===== src/rtl/mem_bus_responder_pkg.sv =====
// Shared address map and read-select encoding for the CPU memory bus responder.
package mem_bus_responder_pkg;

    localparam logic [17:0] IO_BASE   = 18'h30000;
    localparam logic [17:0] ADDR_UART = 18'h30000;
    localparam logic [17:0] ADDR_CLK  = 18'h30004;
    localparam logic [17:0] RAM_LIMIT = 18'h20000;

    // rd_sel | meaning of cpu_dout in the cycle after the address
    // NONE   | previous cycle was a write; io byte is 0
    // RAM    | pass ram_rdata through
    // RXPOP  | byte popped from RX FIFO (0 if it was empty)
    // CNT0-3 | cycle counter byte 0 (live) or snapshot bytes 1-3
    // ZERO   | hole or unmapped IO read; io byte is 0
    typedef enum logic [2:0] {
        RD_NONE  = 3'd0,
        RD_RAM   = 3'd1,
        RD_RXPOP = 3'd2,
        RD_CNT0  = 3'd3,
        RD_CNT1  = 3'd4,
        RD_CNT2  = 3'd5,
        RD_CNT3  = 3'd6,
        RD_ZERO  = 3'd7
    } rd_sel_e;

    // Little-endian byte select out of a 32-bit word.
    function automatic logic [7:0] byte_of(input logic [31:0] w, input logic [1:0] idx);
        return w[{idx, 3'b000} +: 8];
    endfunction

endpackage


===== src/rtl/byte_fifo.sv =====
// Power-of-two circular byte FIFO with extra-bit pointers. A pop on an empty
// FIFO is a no-op; a push on a full FIFO is taken only when a pop frees a slot
// in the same cycle.
module byte_fifo #(
    parameter int DEPTH_LOG2 = 3
) (
    input  logic       clk_i,
    input  logic       rst_ni,
    input  logic       push_i,
    input  logic [7:0] din_i,
    input  logic       pop_i,
    output logic [7:0] dout_o,
    output logic       full_o,
    output logic       empty_o
);
    localparam int DEPTH = 1 << DEPTH_LOG2;

    logic [DEPTH_LOG2:0] wr_ptr_q, wr_ptr_d;
    logic [DEPTH_LOG2:0] rd_ptr_q, rd_ptr_d;
    logic [7:0]          mem_q [DEPTH];
    logic                do_push, do_pop;

    assign empty_o = (wr_ptr_q == rd_ptr_q);
    assign full_o  = (wr_ptr_q[DEPTH_LOG2] != rd_ptr_q[DEPTH_LOG2]) &&
                     (wr_ptr_q[DEPTH_LOG2-1:0] == rd_ptr_q[DEPTH_LOG2-1:0]);

    assign do_pop  = pop_i & ~empty_o;
    assign do_push = push_i & (~full_o | do_pop);
    assign dout_o  = mem_q[rd_ptr_q[DEPTH_LOG2-1:0]];

    // Pointer advance for accepted pushes and pops.
    always_comb begin
        wr_ptr_d = wr_ptr_q + {{DEPTH_LOG2{1'b0}}, do_push};
        rd_ptr_d = rd_ptr_q + {{DEPTH_LOG2{1'b0}}, do_pop};
    end

    // Pointer registers; reset empties the FIFO.
    always_ff @(posedge clk_i) begin
        if (!rst_ni) begin
            wr_ptr_q <= '0;
            rd_ptr_q <= '0;
        end else begin
            wr_ptr_q <= wr_ptr_d;
            rd_ptr_q <= rd_ptr_d;
        end
    end

    // Storage; contents need no reset since the pointers define validity.
    always_ff @(posedge clk_i) begin
        if (do_push) begin
            mem_q[wr_ptr_q[DEPTH_LOG2-1:0]] <= din_i;
        end
    end

endmodule


===== src/rtl/mem_bus_responder.sv =====
// Target side of the CPU byte-wide memory bus: RAM pass-through, UART FIFOs,
// cycle counter with coherent snapshot, and the sticky program-stop flag.
module mem_bus_responder
    import mem_bus_responder_pkg::*;
#(
    parameter int RAM_AW         = 17,
    parameter int TXQ_DEPTH_LOG2 = 3,
    parameter int RXQ_DEPTH_LOG2 = 3
) (
    input  logic              clk_in,
    input  logic              rst_in,
    input  logic              rdy_in,
    input  logic [31:0]       cpu_a,
    input  logic              cpu_wr,
    input  logic [7:0]        cpu_din,
    output logic [7:0]        cpu_dout,
    output logic [RAM_AW-1:0] ram_a,
    output logic              ram_we,
    output logic [7:0]        ram_wdata,
    input  logic [7:0]        ram_rdata,
    output logic [7:0]        tx_data,
    output logic              tx_valid,
    input  logic              tx_ready,
    input  logic [7:0]        rx_data,
    input  logic              rx_valid,
    output logic              rx_ready,
    output logic              program_stop,
    output logic              tx_overflow
);
    logic [17:0] addr;
    logic [15:0] io_off;
    logic        hit_ram, hit_io, hit_uart, hit_cnt, hit_stop;
    logic        rd_en, wr_en;
    logic        unused_addr_hi;

    assign addr           = cpu_a[17:0];
    assign io_off         = addr[15:0];
    assign unused_addr_hi = ^cpu_a[31:18];

    assign hit_ram  = (addr < RAM_LIMIT);
    assign hit_io   = (addr[17:16] == IO_BASE[17:16]);
    assign hit_uart = hit_io & (io_off == ADDR_UART[15:0]);
    assign hit_cnt  = hit_io & (io_off[15:2] == ADDR_CLK[15:2]);
    assign hit_stop = hit_io & (io_off == ADDR_CLK[15:0]);

    assign rd_en = rdy_in & ~cpu_wr;
    assign wr_en = rdy_in & cpu_wr;

    // RAM is a straight pass-through; write enable is held off during reset.
    assign ram_a     = cpu_a[RAM_AW-1:0];
    assign ram_wdata = cpu_din;
    assign ram_we    = rst_in & wr_en & hit_ram;

    // TX FIFO: CPU pushes, UART pops. Zero bytes to the UART port are
    // filtered, but a stop write deliberately queues a 0x00 terminator.
    logic       tx_full, tx_empty, tx_pop, tx_req;
    logic [7:0] tx_din;

    assign tx_req   = wr_en & ((hit_uart & (cpu_din != 8'h00)) | hit_stop);
    assign tx_din   = hit_stop ? 8'h00 : cpu_din;
    assign tx_pop   = ~tx_empty & tx_ready;
    assign tx_valid = ~tx_empty;

    byte_fifo #(.DEPTH_LOG2(TXQ_DEPTH_LOG2)) u_tx_fifo (
        .clk_i  (clk_in),
        .rst_ni (rst_in),
        .push_i (tx_req),
        .din_i  (tx_din),
        .pop_i  (tx_pop),
        .dout_o (tx_data),
        .full_o (tx_full),
        .empty_o(tx_empty)
    );

    // RX FIFO: UART pushes, a CPU read of the UART port pops.
    logic       rx_full, rx_empty, rx_push, rx_pop;
    logic [7:0] rx_head;

    assign rx_ready = ~rx_full;
    assign rx_push  = rx_valid & ~rx_full;
    assign rx_pop   = rd_en & hit_uart & ~rx_empty;

    byte_fifo #(.DEPTH_LOG2(RXQ_DEPTH_LOG2)) u_rx_fifo (
        .clk_i  (clk_in),
        .rst_ni (rst_in),
        .push_i (rx_push),
        .din_i  (rx_data),
        .pop_i  (rx_pop),
        .dout_o (rx_head),
        .full_o (rx_full),
        .empty_o(rx_empty)
    );

    logic [31:0] cnt_q, cnt_d;
    logic [31:0] snap_q, snap_d;
    logic        stop_q, stop_d;
    logic        ovf_q, ovf_d;
    rd_sel_e     rd_sel_q, rd_sel_d;
    logic [7:0]  io_byte_q, io_byte_d;

    // Next state: counter, snapshot, sticky flags and the read-select stage.
    always_comb begin
        cnt_d     = cnt_q;
        snap_d    = snap_q;
        rd_sel_d  = rd_sel_q;
        io_byte_d = io_byte_q;
        stop_d    = stop_q | (wr_en & hit_stop);
        ovf_d     = ovf_q | (tx_req & tx_full & ~tx_pop);
        if (rdy_in) begin
            cnt_d     = cnt_q + 32'd1;
            rd_sel_d  = RD_NONE;
            io_byte_d = 8'h00;
            if (!cpu_wr) begin
                rd_sel_d = RD_ZERO;
                if (hit_ram) begin
                    rd_sel_d = RD_RAM;
                end else if (hit_uart) begin
                    rd_sel_d  = RD_RXPOP;
                    io_byte_d = rx_empty ? 8'h00 : rx_head;
                end else if (hit_cnt) begin
                    case (addr[1:0])
                        2'd0: begin
                            rd_sel_d  = RD_CNT0;
                            io_byte_d = cnt_q[7:0];
                            snap_d    = cnt_q;
                        end
                        2'd1: begin
                            rd_sel_d  = RD_CNT1;
                            io_byte_d = byte_of(snap_q, 2'd1);
                        end
                        2'd2: begin
                            rd_sel_d  = RD_CNT2;
                            io_byte_d = byte_of(snap_q, 2'd2);
                        end
                        2'd3: begin
                            rd_sel_d  = RD_CNT3;
                            io_byte_d = byte_of(snap_q, 2'd3);
                        end
                    endcase
                end
            end
        end
    end

    // State registers; reset drops any in-flight read.
    always_ff @(posedge clk_in) begin
        if (!rst_in) begin
            cnt_q     <= '0;
            snap_q    <= '0;
            stop_q    <= 1'b0;
            ovf_q     <= 1'b0;
            rd_sel_q  <= RD_NONE;
            io_byte_q <= 8'h00;
        end else begin
            cnt_q     <= cnt_d;
            snap_q    <= snap_d;
            stop_q    <= stop_d;
            ovf_q     <= ovf_d;
            rd_sel_q  <= rd_sel_d;
            io_byte_q <= io_byte_d;
        end
    end

    assign cpu_dout     = (rd_sel_q == RD_RAM) ? ram_rdata : io_byte_q;
    assign program_stop = stop_q;
    assign tx_overflow  = ovf_q;

endmodule

===== config.mk =====
export PLATFORM = sky130hd
export DESIGN_NAME = mem_bus_responder
export DESIGN_NICKNAME = d
export VERILOG_FILES = /design/src/rtl/mem_bus_responder_pkg.sv /design/src/rtl/byte_fifo.sv /design/src/rtl/mem_bus_responder.sv
export SDC_FILE = /design/constraint.sdc
export NUM_CORES = 1
export LEC_CHECK = 0
export BUFFER_PORTS_ARGS = -buffer_cell sky130_fd_sc_hd__buf_2
export CAP_MARGIN = 20
export CORE_ASPECT_RATIO = 0.5
export CORE_UTILIZATION = 38
export DETAILED_ROUTE_END_ITERATION = 6
export PLACE_DENSITY_LB_ADDON = 0.3
export SLEW_MARGIN = 20
export SYNTH_ARGS = -nofsm -noshare
export SYNTH_HDL_FRONTEND = slang
export SYNTH_SLANG_ARGS = --single-unit
export TNS_END_PERCENT = 50

===== constraint.sdc =====
create_clock -name clk_in -period 7.2 [get_ports clk_in]
set_clock_uncertainty 0.05 [all_clocks]
set_input_delay 2.16 -clock clk_in [delete_from_list [all_inputs] [get_ports clk_in]]
set_output_delay 2.16 -clock clk_in [all_outputs]
set_load 0.01 [all_outputs]

==> results.txt <==
Core ar. = 0.0241 mm²
Final hold slack = 405 ps
Total gr overflow = 0
Antenna viol nets, final = 0
Antenna fix cells = 0
Crit path DAT = 2870 ps
Synth area leaders = edfxtp_1 (41%), dfxtp_1 (18%), mux4_2 (7.7%)
Die height = 113 µm
Cts bufs inserted = 21
Drt first pass iters = 5
Pin count of the biggest net entering global routing = 68
Slew margin rel. = 29.2%
Cell Area, Synth = 0.00937 mm²
Clock sinks = 213
Post-CTS sizing = 0
Worst-margin pin slew = 1060 ps
Latest clock arrival within the worst-skew pair = 510 ps
First-pass GRT wire length = 31700 µm
Synth unique cells = 47
Setup Buffers After CTS = 0
CP max stage delay = 300 ps
Yosys top cell area share = 41.0%
EDFF count, synth = 128
Final #Nets = 875
Flops & latches, synth = 213
Pwr dens = 231 mW/mm²
F_max = 0.197 GHz
Post-synth top flop = edfxtp_1
Routability cong. = 0.804
Lkg Pwr = 3.45 nW
Layout cell share with drive strength beyond 1 = 23.3%
Post-synth top area cell = edfxtp_1
Crit path max fanout = 19
Ratio of final minimum period to clock period = 70.6%
Syn-to-layout area delta = 12.7%
Initial antenna violation count = 1
Syn_area_per_cell = 12.5 µm²
Required @ worst endpoint = 4990 ps
Die area = 0.0253 mm²
H-tree depth = 1
Register clock-pin slew on the reported worst setup and hold paths = 60 ps
Status = complete, no violations
Fin util = 43.9%
Tightest Hold Check Type = reg -> reg
Hold Buf Count CTS = 0
DRC viols = 0
Dpl cell area = 0.00994 mm²
Tot Pwr = 2.44 mW
Fin crit period = 5080 ps
DP Cell Count = 1112
Final Slew Violations = 0
Vias = 6051
DP HPWL = 13000 µm
Post-Syn Instances = 748
Post-synthesis async set-or-reset flop share = 0%
Avg WL per Cell = 17.5 µm
CP cell instances = buf_2, inv_2, nor3_1, buf_2
Wire length on met1 = 9290 µm
Most frequent cells after synthesis = edfxtp_1 (128), dfxtp_1 (85), a21oi_1 (53)
Final Setup Violations = 0
CP max stage cell = buf_2
Syn Nets = 824
R2R setup slack = 4250 ps
CP dominant cell by count = buf_2
Count of final hold-check violations = 0
Most frequent cell after synthesis = edfxtp_1
Fin area = 0.0106 mm²
Cell Count, Final, Fillers Out = 1147
Max Cap Viol = 0
PortBufs = 93
Placement Setup Slack = 2070 ps
Routed wire length = 20100 µm
Initial core utilization = 38.9%
Worst Setup End Kind = output pin
Detailed Route Iter0 Violations = 476
Top Metal Used = met5
CTS tree = done
Yosys warns = 0
All-Layer GR Usage = 15.9%
Final setup TNS = 0 ps
Crit start category = primary input
Routed wire length on met2 = 9430 µm
DR vias/cell = 5.28
Die W = 224 µm
Sequential fraction of the synthesis area = 59.2%
Root Buffer = clkbuf_16
Crit Path Category = in -> out
IR drop worst, VDD = 0.137 mV
Row count = 40
RSZ-0062 raised after global routing = false
Wire length on met3 = 816 µm
I/O pins = 108
PnR worst setup slack = 2120 ps
Vias in the first global route = 5932
Clock Path Buffers = 3
routing by layer:
metal / global-route usage (%) / up-vias
met3: 3.01 / 40
met5: 0 / -
met2: 26.7 / 122
met4: 4.61 / 2
li1: - / 2928
met1: 21.2 / 2959
logic make-up after synthesis:
| group | count (synthesis) | share of synthesized area [%] |
|---|---|---|
| and+or+nand+nor | 221 | 12.7 |
| buffers and inverters | 84 | 4.47 |
| DFF | 213 | 59.2 |
| xor gates and xnor gates | 29 | 2.71 |
| AOI/OAI and AO/OA | 129 | 8.29 |
| adders and majority gates | 14 | 1.87 |
| muxes | 58 | 10.8 |
power by group:
part	internal [mW]	total (mW)	switching, mW
registers	1.30	1.31	0.00643
logic	0.0357	0.0974	0.0617
clock network	0.578	1.03	0.454
worst max-delay path: cells and delay by family:
| family | cells | cell delay, ps |
|---|---|---|
| buf+inv | 3 | 520 |
| simple gates | 1 | 180 |
final timing paths:
check / from / endpoint / cells past startpoint
setup reg to reg: u_rx_fifo.rd_ptr_q[1]$_SDFF_PN0_ / u_rx_fifo.mem_q[2][2]$_DFFE_PP_ / 4
setup / recovery: rst_in / ram_we / 4
hold / removal: program_stop$_SDFF_PN0_ / program_stop$_SDFF_PN0_ / 2
hold reg to reg: program_stop$_SDFF_PN0_ / program_stop$_SDFF_PN0_ / 2
cells in the final DEF (no fill, tap or decap), types with 7 or more instances in the layout:
master / synthesis / layout
o21ai_0: 35 / 35
mux4_2: 32 / 32
buf_2: 8 / 93
nand2_1: 29 / 29
nor4_1: 7 / 7
dfxtp_1: 85 / 85
nor3_1: 13 / 11
or3_1: 8 / 8
mux2_2: 24 / 24
or4_1: 16 / 16
a21oi_1: 53 / 53
and2_1: 17 / 17
edfxtp_1: 128 / 128
o31ai_1: 15 / 15
inv_1: 14 / 13
xor2_1: 9 / 9
xnor2_1: 20 / 20
nand2b_1: 7 / 7
a222oi_1: 8 / 8
nand4_1: 21 / 21
nand3_1: 40 / 40
clkbuf_16: 0 / 21
ha_1: 14 / 14
nor2_1: 43 / 43
sequential cells by signal, indices dropped and copies added (netlist names):
| name | cells |
|---|---|
| cnt_q | 32 |
| io_byte_q | 8 |
| program_stop | 1 |
| rd_sel_q | 3 |
| snap_q | 24 |
| tx_overflow | 1 |
| u_rx_fifo.mem_q | 64 |
| u_rx_fifo.rd_ptr_q | 4 |
| u_rx_fifo.wr_ptr_q | 4 |
| u_tx_fifo.mem_q | 64 |
| u_tx_fifo.rd_ptr_q | 4 |
| u_tx_fifo.wr_ptr_q | 4 |
area by class of cell:
class                      instances  area [µm²]
sequential                       213        5550
clock buffer                      26         554
clock inverter                     9        67.6
tap                              336         420
inverter                          14        52.6
timing repair buffer              98         503
fill                            2190       13500
multi-input combinational        451        3420
No activity file was read; power rests on OpenSTA's default activity.
